<file path="config.mk">
export PLATFORM = sky130hd
export DESIGN_NAME = alu_bcd_sequencer
export DESIGN_NICKNAME = d
export VERILOG_FILES = /design/src/rtl/alu_bcd_sequencer.sv
export SDC_FILE = /design/constraint.sdc
export NUM_CORES = 1
export LEC_CHECK = 0
export ABC_AREA = 1
export BUFFER_PORTS_ARGS = -buffer_cell sky130_fd_sc_hd__buf_2
export CAP_MARGIN = 20
export CORE_MARGIN = 5
export CORE_UTILIZATION = 51
export DETAILED_ROUTE_END_ITERATION = 12
export GPL_TIMING_DRIVEN = 0
export PLACE_DENSITY_LB_ADDON = 0.1
export SLEW_MARGIN = 20
export SYNTH_ARGS = -nofsm -noshare
export SYNTH_HDL_FRONTEND = slang
export SYNTH_SLANG_ARGS = --single-unit
</file>
<file path="constraint.sdc">
create_clock -name clk -period 2.8 [get_ports clk]
set_input_delay 0.42 -clock clk [delete_from_list [all_inputs] [get_ports clk]]
set_output_delay 0.42 -clock clk [all_outputs]
set_load 0.05 [all_outputs]
</file>
<file path="src/rtl/alu_bcd_sequencer.sv">
// Sequences one binary or BCD add/sub through a shared 8-bit ALU (bin pass plus nibble adjusts).
// Define ALU_SEQ_CMOS_FLAGS_EN to take decimal-mode zero/negative from the adjusted result.
module alu_bcd_sequencer #(
  parameter bit         FIXED_LAT = 1'b1,
  parameter logic [3:0] ADD_OP    = 4'h2,
  parameter logic [3:0] SUB_OP    = 4'h3
) (
  input  logic       clk,
  input  logic       reset,
  input  logic       req_valid,
  output logic       req_ready,
  input  logic       req_sub,
  input  logic       req_bcd,
  input  logic [7:0] req_a,
  input  logic [7:0] req_b,
  input  logic       req_c,
  output logic       alu_sel,
  output logic [7:0] alu_a,
  output logic [7:0] alu_b,
  output logic [3:0] alu_op,
  output logic       alu_c_in,
  input  logic [7:0] alu_y,
  input  logic       alu_c_out,
  input  logic       alu_zero,
  input  logic       alu_negative,
  input  logic       alu_overflow,
  output logic       done,
  output logic [7:0] result,
  output logic       c_out,
  output logic       zero,
  output logic       negative,
  output logic       overflow
);

  typedef enum logic [2:0] {IDLE, BIN, ADJ_LO, ADJ_HI, DONE} state_t;

  state_t     state, state_n;
  logic [7:0] op_a, op_b, r, r_n;
  logic       op_sub, op_bcd, op_c, c1, c1_n;
  logic       bin_zero, bin_negative, bin_overflow;
  logic [4:0] lo_sum;
  logic       lo_adj, hi_adj, lo_go, hi_go;
  logic [7:0] fix, a_n, b_n;
  logic [3:0] op_n;
  logic       sel_n, c_in_n;

  function automatic logic hi_rule(input logic sub, input logic [7:0] val, input logic carry);
    return sub ? ~carry : (carry | (val[7:4] > 4'd9));
  endfunction

  // Low-nibble decision works on the captured operands, so it is stable from BIN onward.
  always_comb begin
    if (op_sub) lo_sum = {1'b0, op_b[3:0]} + {1'b0, ~op_a[3:0]} + {4'd0, op_c};
    else        lo_sum = {1'b0, op_a[3:0]} + {1'b0, op_b[3:0]} + {4'd0, op_c};
    lo_adj = op_sub ? ~lo_sum[4] : (lo_sum > 5'd9);
  end

  // Next state plus the ALU drive for the pass that state runs, so the ALU inputs are registered.
  always_comb begin
    state_n = state;
    r_n     = r;
    c1_n    = c1;
    lo_go   = 1'b0;
    hi_go   = 1'b0;
    hi_adj  = 1'b0;
    case (state)
      IDLE: if (req_valid) state_n = BIN;
      BIN: begin
        r_n    = alu_y;
        c1_n   = alu_c_out;
        hi_adj = hi_rule(op_sub, alu_y, alu_c_out);
        if (!op_bcd) state_n = DONE;
        else if (FIXED_LAT || lo_adj) begin
          state_n = ADJ_LO;
          lo_go   = 1'b1;
        end else if (hi_adj) begin
          state_n = ADJ_HI;
          hi_go   = 1'b1;
        end else state_n = DONE;
      end
      ADJ_LO: begin
        r_n    = alu_y;
        c1_n   = op_sub ? c1 : (c1 | alu_c_out);
        hi_adj = hi_rule(op_sub, r_n, c1_n);
        if (FIXED_LAT || hi_adj) begin
          state_n = ADJ_HI;
          hi_go   = 1'b1;
        end else state_n = DONE;
      end
      ADJ_HI: begin
        r_n     = alu_y;
        c1_n    = op_sub ? c1 : (c1 | hi_rule(1'b0, r, c1));
        state_n = DONE;
      end
      DONE:    state_n = IDLE;
      default: state_n = IDLE;
    endcase

    fix    = lo_go ? (lo_adj ? 8'h06 : 8'h00) : (hi_adj ? 8'h60 : 8'h00);
    sel_n  = 1'b0;
    a_n    = 8'h00;
    b_n    = 8'h00;
    op_n   = 4'hf;
    c_in_n = 1'b0;
    if (state == IDLE && req_valid) begin
      sel_n  = 1'b1;
      a_n    = req_a;
      b_n    = req_b;
      op_n   = req_sub ? SUB_OP : ADD_OP;
      c_in_n = req_c;
    end else if (lo_go || hi_go) begin
      sel_n = 1'b1;
      if (op_sub) begin
        a_n    = fix;
        b_n    = r_n;
        op_n   = SUB_OP;
        c_in_n = 1'b1;
      end else begin
        a_n    = r_n;
        b_n    = fix;
        op_n   = ADD_OP;
        c_in_n = 1'b0;
      end
    end
  end

  // Sequencer state, operand capture and the held result/flags.
  always_ff @(posedge clk) begin
    if (reset) begin
      state        <= IDLE;
      r            <= 8'h00;
      c1           <= 1'b0;
      op_a         <= 8'h00;
      op_b         <= 8'h00;
      op_sub       <= 1'b0;
      op_bcd       <= 1'b0;
      op_c         <= 1'b0;
      bin_zero     <= 1'b0;
      bin_negative <= 1'b0;
      bin_overflow <= 1'b0;
      req_ready    <= 1'b1;
      alu_sel      <= 1'b0;
      alu_a        <= 8'h00;
      alu_b        <= 8'h00;
      alu_op       <= 4'hf;
      alu_c_in     <= 1'b0;
      done         <= 1'b0;
      result       <= 8'h00;
      c_out        <= 1'b0;
      zero         <= 1'b0;
      negative     <= 1'b0;
      overflow     <= 1'b0;
    end else begin
      state     <= state_n;
      r         <= r_n;
      c1        <= c1_n;
      alu_sel   <= sel_n;
      alu_a     <= a_n;
      alu_b     <= b_n;
      alu_op    <= op_n;
      alu_c_in  <= c_in_n;
      req_ready <= (state_n == IDLE);
      done      <= (state == DONE);
      if (state == IDLE && req_valid) begin
        op_a   <= req_a;
        op_b   <= req_b;
        op_sub <= req_sub;
        op_bcd <= req_bcd;
        op_c   <= req_c;
      end
      if (state == BIN) begin
        bin_zero     <= alu_zero;
        bin_negative <= alu_negative;
        bin_overflow <= alu_overflow;
      end
      if (state == DONE) begin
        result   <= r;
        c_out    <= c1;
        overflow <= bin_overflow;
`ifdef ALU_SEQ_CMOS_FLAGS_EN
        zero     <= op_bcd ? (r == 8'h00) : bin_zero;
        negative <= op_bcd ? r[7] : bin_negative;
`else
        zero     <= bin_zero;
        negative <= bin_negative;
`endif
      end
    end
  end

endmodule

</file>
==> flow_metrics.tcl <==
set metrics [dict create \
    status "finished, final reports clean" \
    synth_most_common_cell "dfxtp_1" \
    nFillCells 431 \
    vias_per_cell 4.88 \
    met1_usage_pct 25.2 \
    setup.worst_path.end_class "register" \
    area.growth.synth_to_final_pct 25.2 \
    nNetsFinal 428 \
    gr-usage-met2_pct 32.6 \
    ys_async_sr_fraction_pct 0 \
    fin_tns_setup_ps 0 \
    critPathLaunchType "register" \
    ys_seq_elements 60 \
    io_pins 70 \
    drive_gt1_share_pct 27.5 \
    die_w_um 79.8 \
    finClkSkew_ps 6.43 \
    fin_crit_ps 2130 \
    netlist_top_cells_area "dfxtp_1 48%, nand2_1 8.3%, inv_1 6.6%, a21oi_1 5.8%, o21ai_0 5.4%" \
    postSynthAreaPerCell_um2 8.14 \
    root_buffer "clkbuf_8" \
    grt-ovfl-total 0 \
    totalWireLength_mm 5.79 \
    synth_top_area_share_pct 48.4 \
    start_util_pct 52.6 \
    cts_num_sinks 60 \
    grt_max_degree 11 \
    hold_viol_final 0 \
    post-cts-setup-buffers 0 \
    max_freq_mhz 470 \
    antenna_found_initial 0 \
    synth_edf_count 0 \
    crit_buf_inv 1 \
    port_buffers 68 \
    cts-buffers-inserted 9 \
    path_delay_family "adder cells" \
    syn_area_um2 2480 \
    synthDistinctLibCells 30 \
    grt_setup_unrepaired "false" \
    drv_slew 0 \
    dp.cells 440 \
    cts_resized 0 \
    route.vias.total 2223 \
    cpMostUsedCell "nand2_1" \
    clk_latency_ps 340 \
    yosys_warnings 0 \
    ys_seq_area_share_pct 48.4 \
    cp_slowest_cell "fa_1" \
    vdd_drop_max_uv 490 \
    final_cell_area_um2 3110 \
    drcViolationCount 0 \
    maxCapViolations 0 \
    fin_crit_sh_pct 76.0 \
    placed_area_um2 2910 \
    die_area_um2 6370 \
    synth_ff_type "dfxtp_1" \
    worst_slack_ps 672 \
    globalRouteMet3Util_pct 5.64 \
    synth_commonest_cells "60 x dfxtp_1, 55 x nand2_1, 44 x inv_1, 29 x a21oi_1" \
    grt-busiest-layer "met2" \
    htreeDepth 3 \
    synthesis.nets 349 \
    hold_class "primary input to register" \
    cp.arrival_ps 2390 \
    yosys.area.top_type "dfxtp_1" \
    path_clk_slew_ps 60 \
    worstPathMaxFanout 3 \
    drt_iter0_markers 146 \
    grtUsageTotal_pct 20.3 \
    first_pass_iters 4 \
    critPathRequiredTime_ps 3060 \
    core-area_um2 4720 \
    drtAntennaViolNets 0 \
    dp_hpwl_mm 4.41 \
    hold_ws_ps 292 \
    grt_pass1_wl_mm 9.78 \
    r2r_setup_slack_ps 670 \
    stdcell_count 456 \
    worstPathCellList "fa_1, inv_1, fa_1, nand3_1, nand2_1, nand2_1, nand2_1, nand3_1, nand2_1, nand2_1, nand2_1, nand2_1, nand2_1, a21oi_1" \
    die_height_um 79.8 \
    final-setup-viol-count 0 \
    cpPeakStageDelay_ps 450 \
    grt_pass1_vias 2107 \
    pre_cts_slack_ps 681 \
    diodes 0 \
    power_density_nw_per_um2 681 \
    avgRoutedWirePerCell_um 12.7 \
    syn_inst 305 \
    clk_path_buf_depth 2 \
    holdBufCountCts 0 \
    rows 25 \
    p_leak_nw 1.55 \
    crit_type "register to register" \
    place.gp.congestion 0.804 \
    cts_tree "yes" \
]
## power by group
part | leakage, nW | switching (mW) | internal, mW
Combinational | 0.955 | 0.271 | 0.120
Clock | 0.102 | 0.330 | 0.456
Sequential | 0.491 | 0.0307 | 0.911
Total | 1.55 | 0.631 | 1.49
## through the flow
step / total power [mW] / utilization [%]
after floorplan: 1.25 / -
after global placement: 1.35 / 61.6
after detailed placement: 1.35 / 61.6
after CTS: 2.13 / 65.9
after global routing: 2.23 / 65.9
final: 2.12 / 65.9
## worst register-to-register path, cell delays in order (launching register included)
cell,delay (ps)
dfxtp_1,350
fa_1,450
inv_1,80
fa_1,430
nand3_1,110
nand2_1,50
nand2_1,60
nand2_1,60
nand3_1,60
nand2_1,50
nand2_1,50
nand2_1,50
nand2_1,70
nand2_1,60
a21oi_1,120
## area by class of cell
| cell class | instances | area (µm²) | share of cell area, % |
|---|---|---|---|
| sequential | 60 | 1200 | 38.6 |
| multi-input combinational | 187 | 1040 | 33.4 |
| timing repair buffer | 68 | 340 | 10.9 |
| inverter | 48 | 180 | 5.79 |
| clock buffer | 12 | 155 | 4.99 |
| tap | 67 | 83.8 | 2.70 |
| buffer | 10 | 63.8 | 2.05 |
| clock inverter | 4 | 47.5 | 1.53 |
## final timing paths
| check | to | startpoint | cells past startpoint |
|---|---|---|---|
| worst min-delay path | alu_a[7] | req_a[7] | 3 |
| worst min register to register | zero | bin_zero | 2 |
| worst max register to register | alu_b[1] | op_a[0] | 14 |
| worst max-delay path | alu_b[1] | op_a[0] | 14 |
## flip-flops by register name, summed over array words and instances, names as in the netlist, 2 cells and up
signal	flops
op_b	4
state	3
alu_op	2
alu_a	8
r	8
alu_b	8
result	8
op_a	4
## cell families (layout without fill, tap and decap cells)
group                    count (synthesis)  count (layout)  share of synthesized area [%]
multiplexers                             5               5                           2.32
AO/OA/AOI/OAI                           73              73                           16.4
other                                    1               1                          0.151
adder cells (fa/ha/maj)                 10              10                           6.25
AND/OR/NAND/NOR                         98              98                           16.7
buffers and inverters                   58             142                           9.82
flip-flops                              60              60                           48.4
## layout by cell type (no fill, tap or decap)
cell type / count
a21oi_1: 29
a31oi_1: 1
a32o_1: 4
buf_2: 71
buf_4: 2
buf_6: 2
bufinv_16: 1
clkbuf_1: 4
clkbuf_8: 11
clkinv_2: 2
clkinvlp_4: 1
conb_1: 1
dfxtp_1: 60
fa_1: 4
ha_1: 6
inv_1: 44
inv_2: 4
mux2_2: 3
mux2i_1: 1
mux2i_2: 1
nand2_1: 55
nand2_2: 2
nand3_1: 8
nand3_2: 1
nor2_1: 27
nor2_2: 1
nor2_4: 3
nor3_1: 1
o21ai_0: 27
o21ai_1: 4
o21ai_2: 2
o221ai_1: 1
o22ai_1: 4
o31a_1: 1
## layer usage
metal  vias to the layer above  routed length, µm
met5                         -                  0
met4                         0                116
met3                        13                418
li1                       1138                  -
met2                        78               2680
met1                       994               2570
Power figures use the tool's default switching activity.
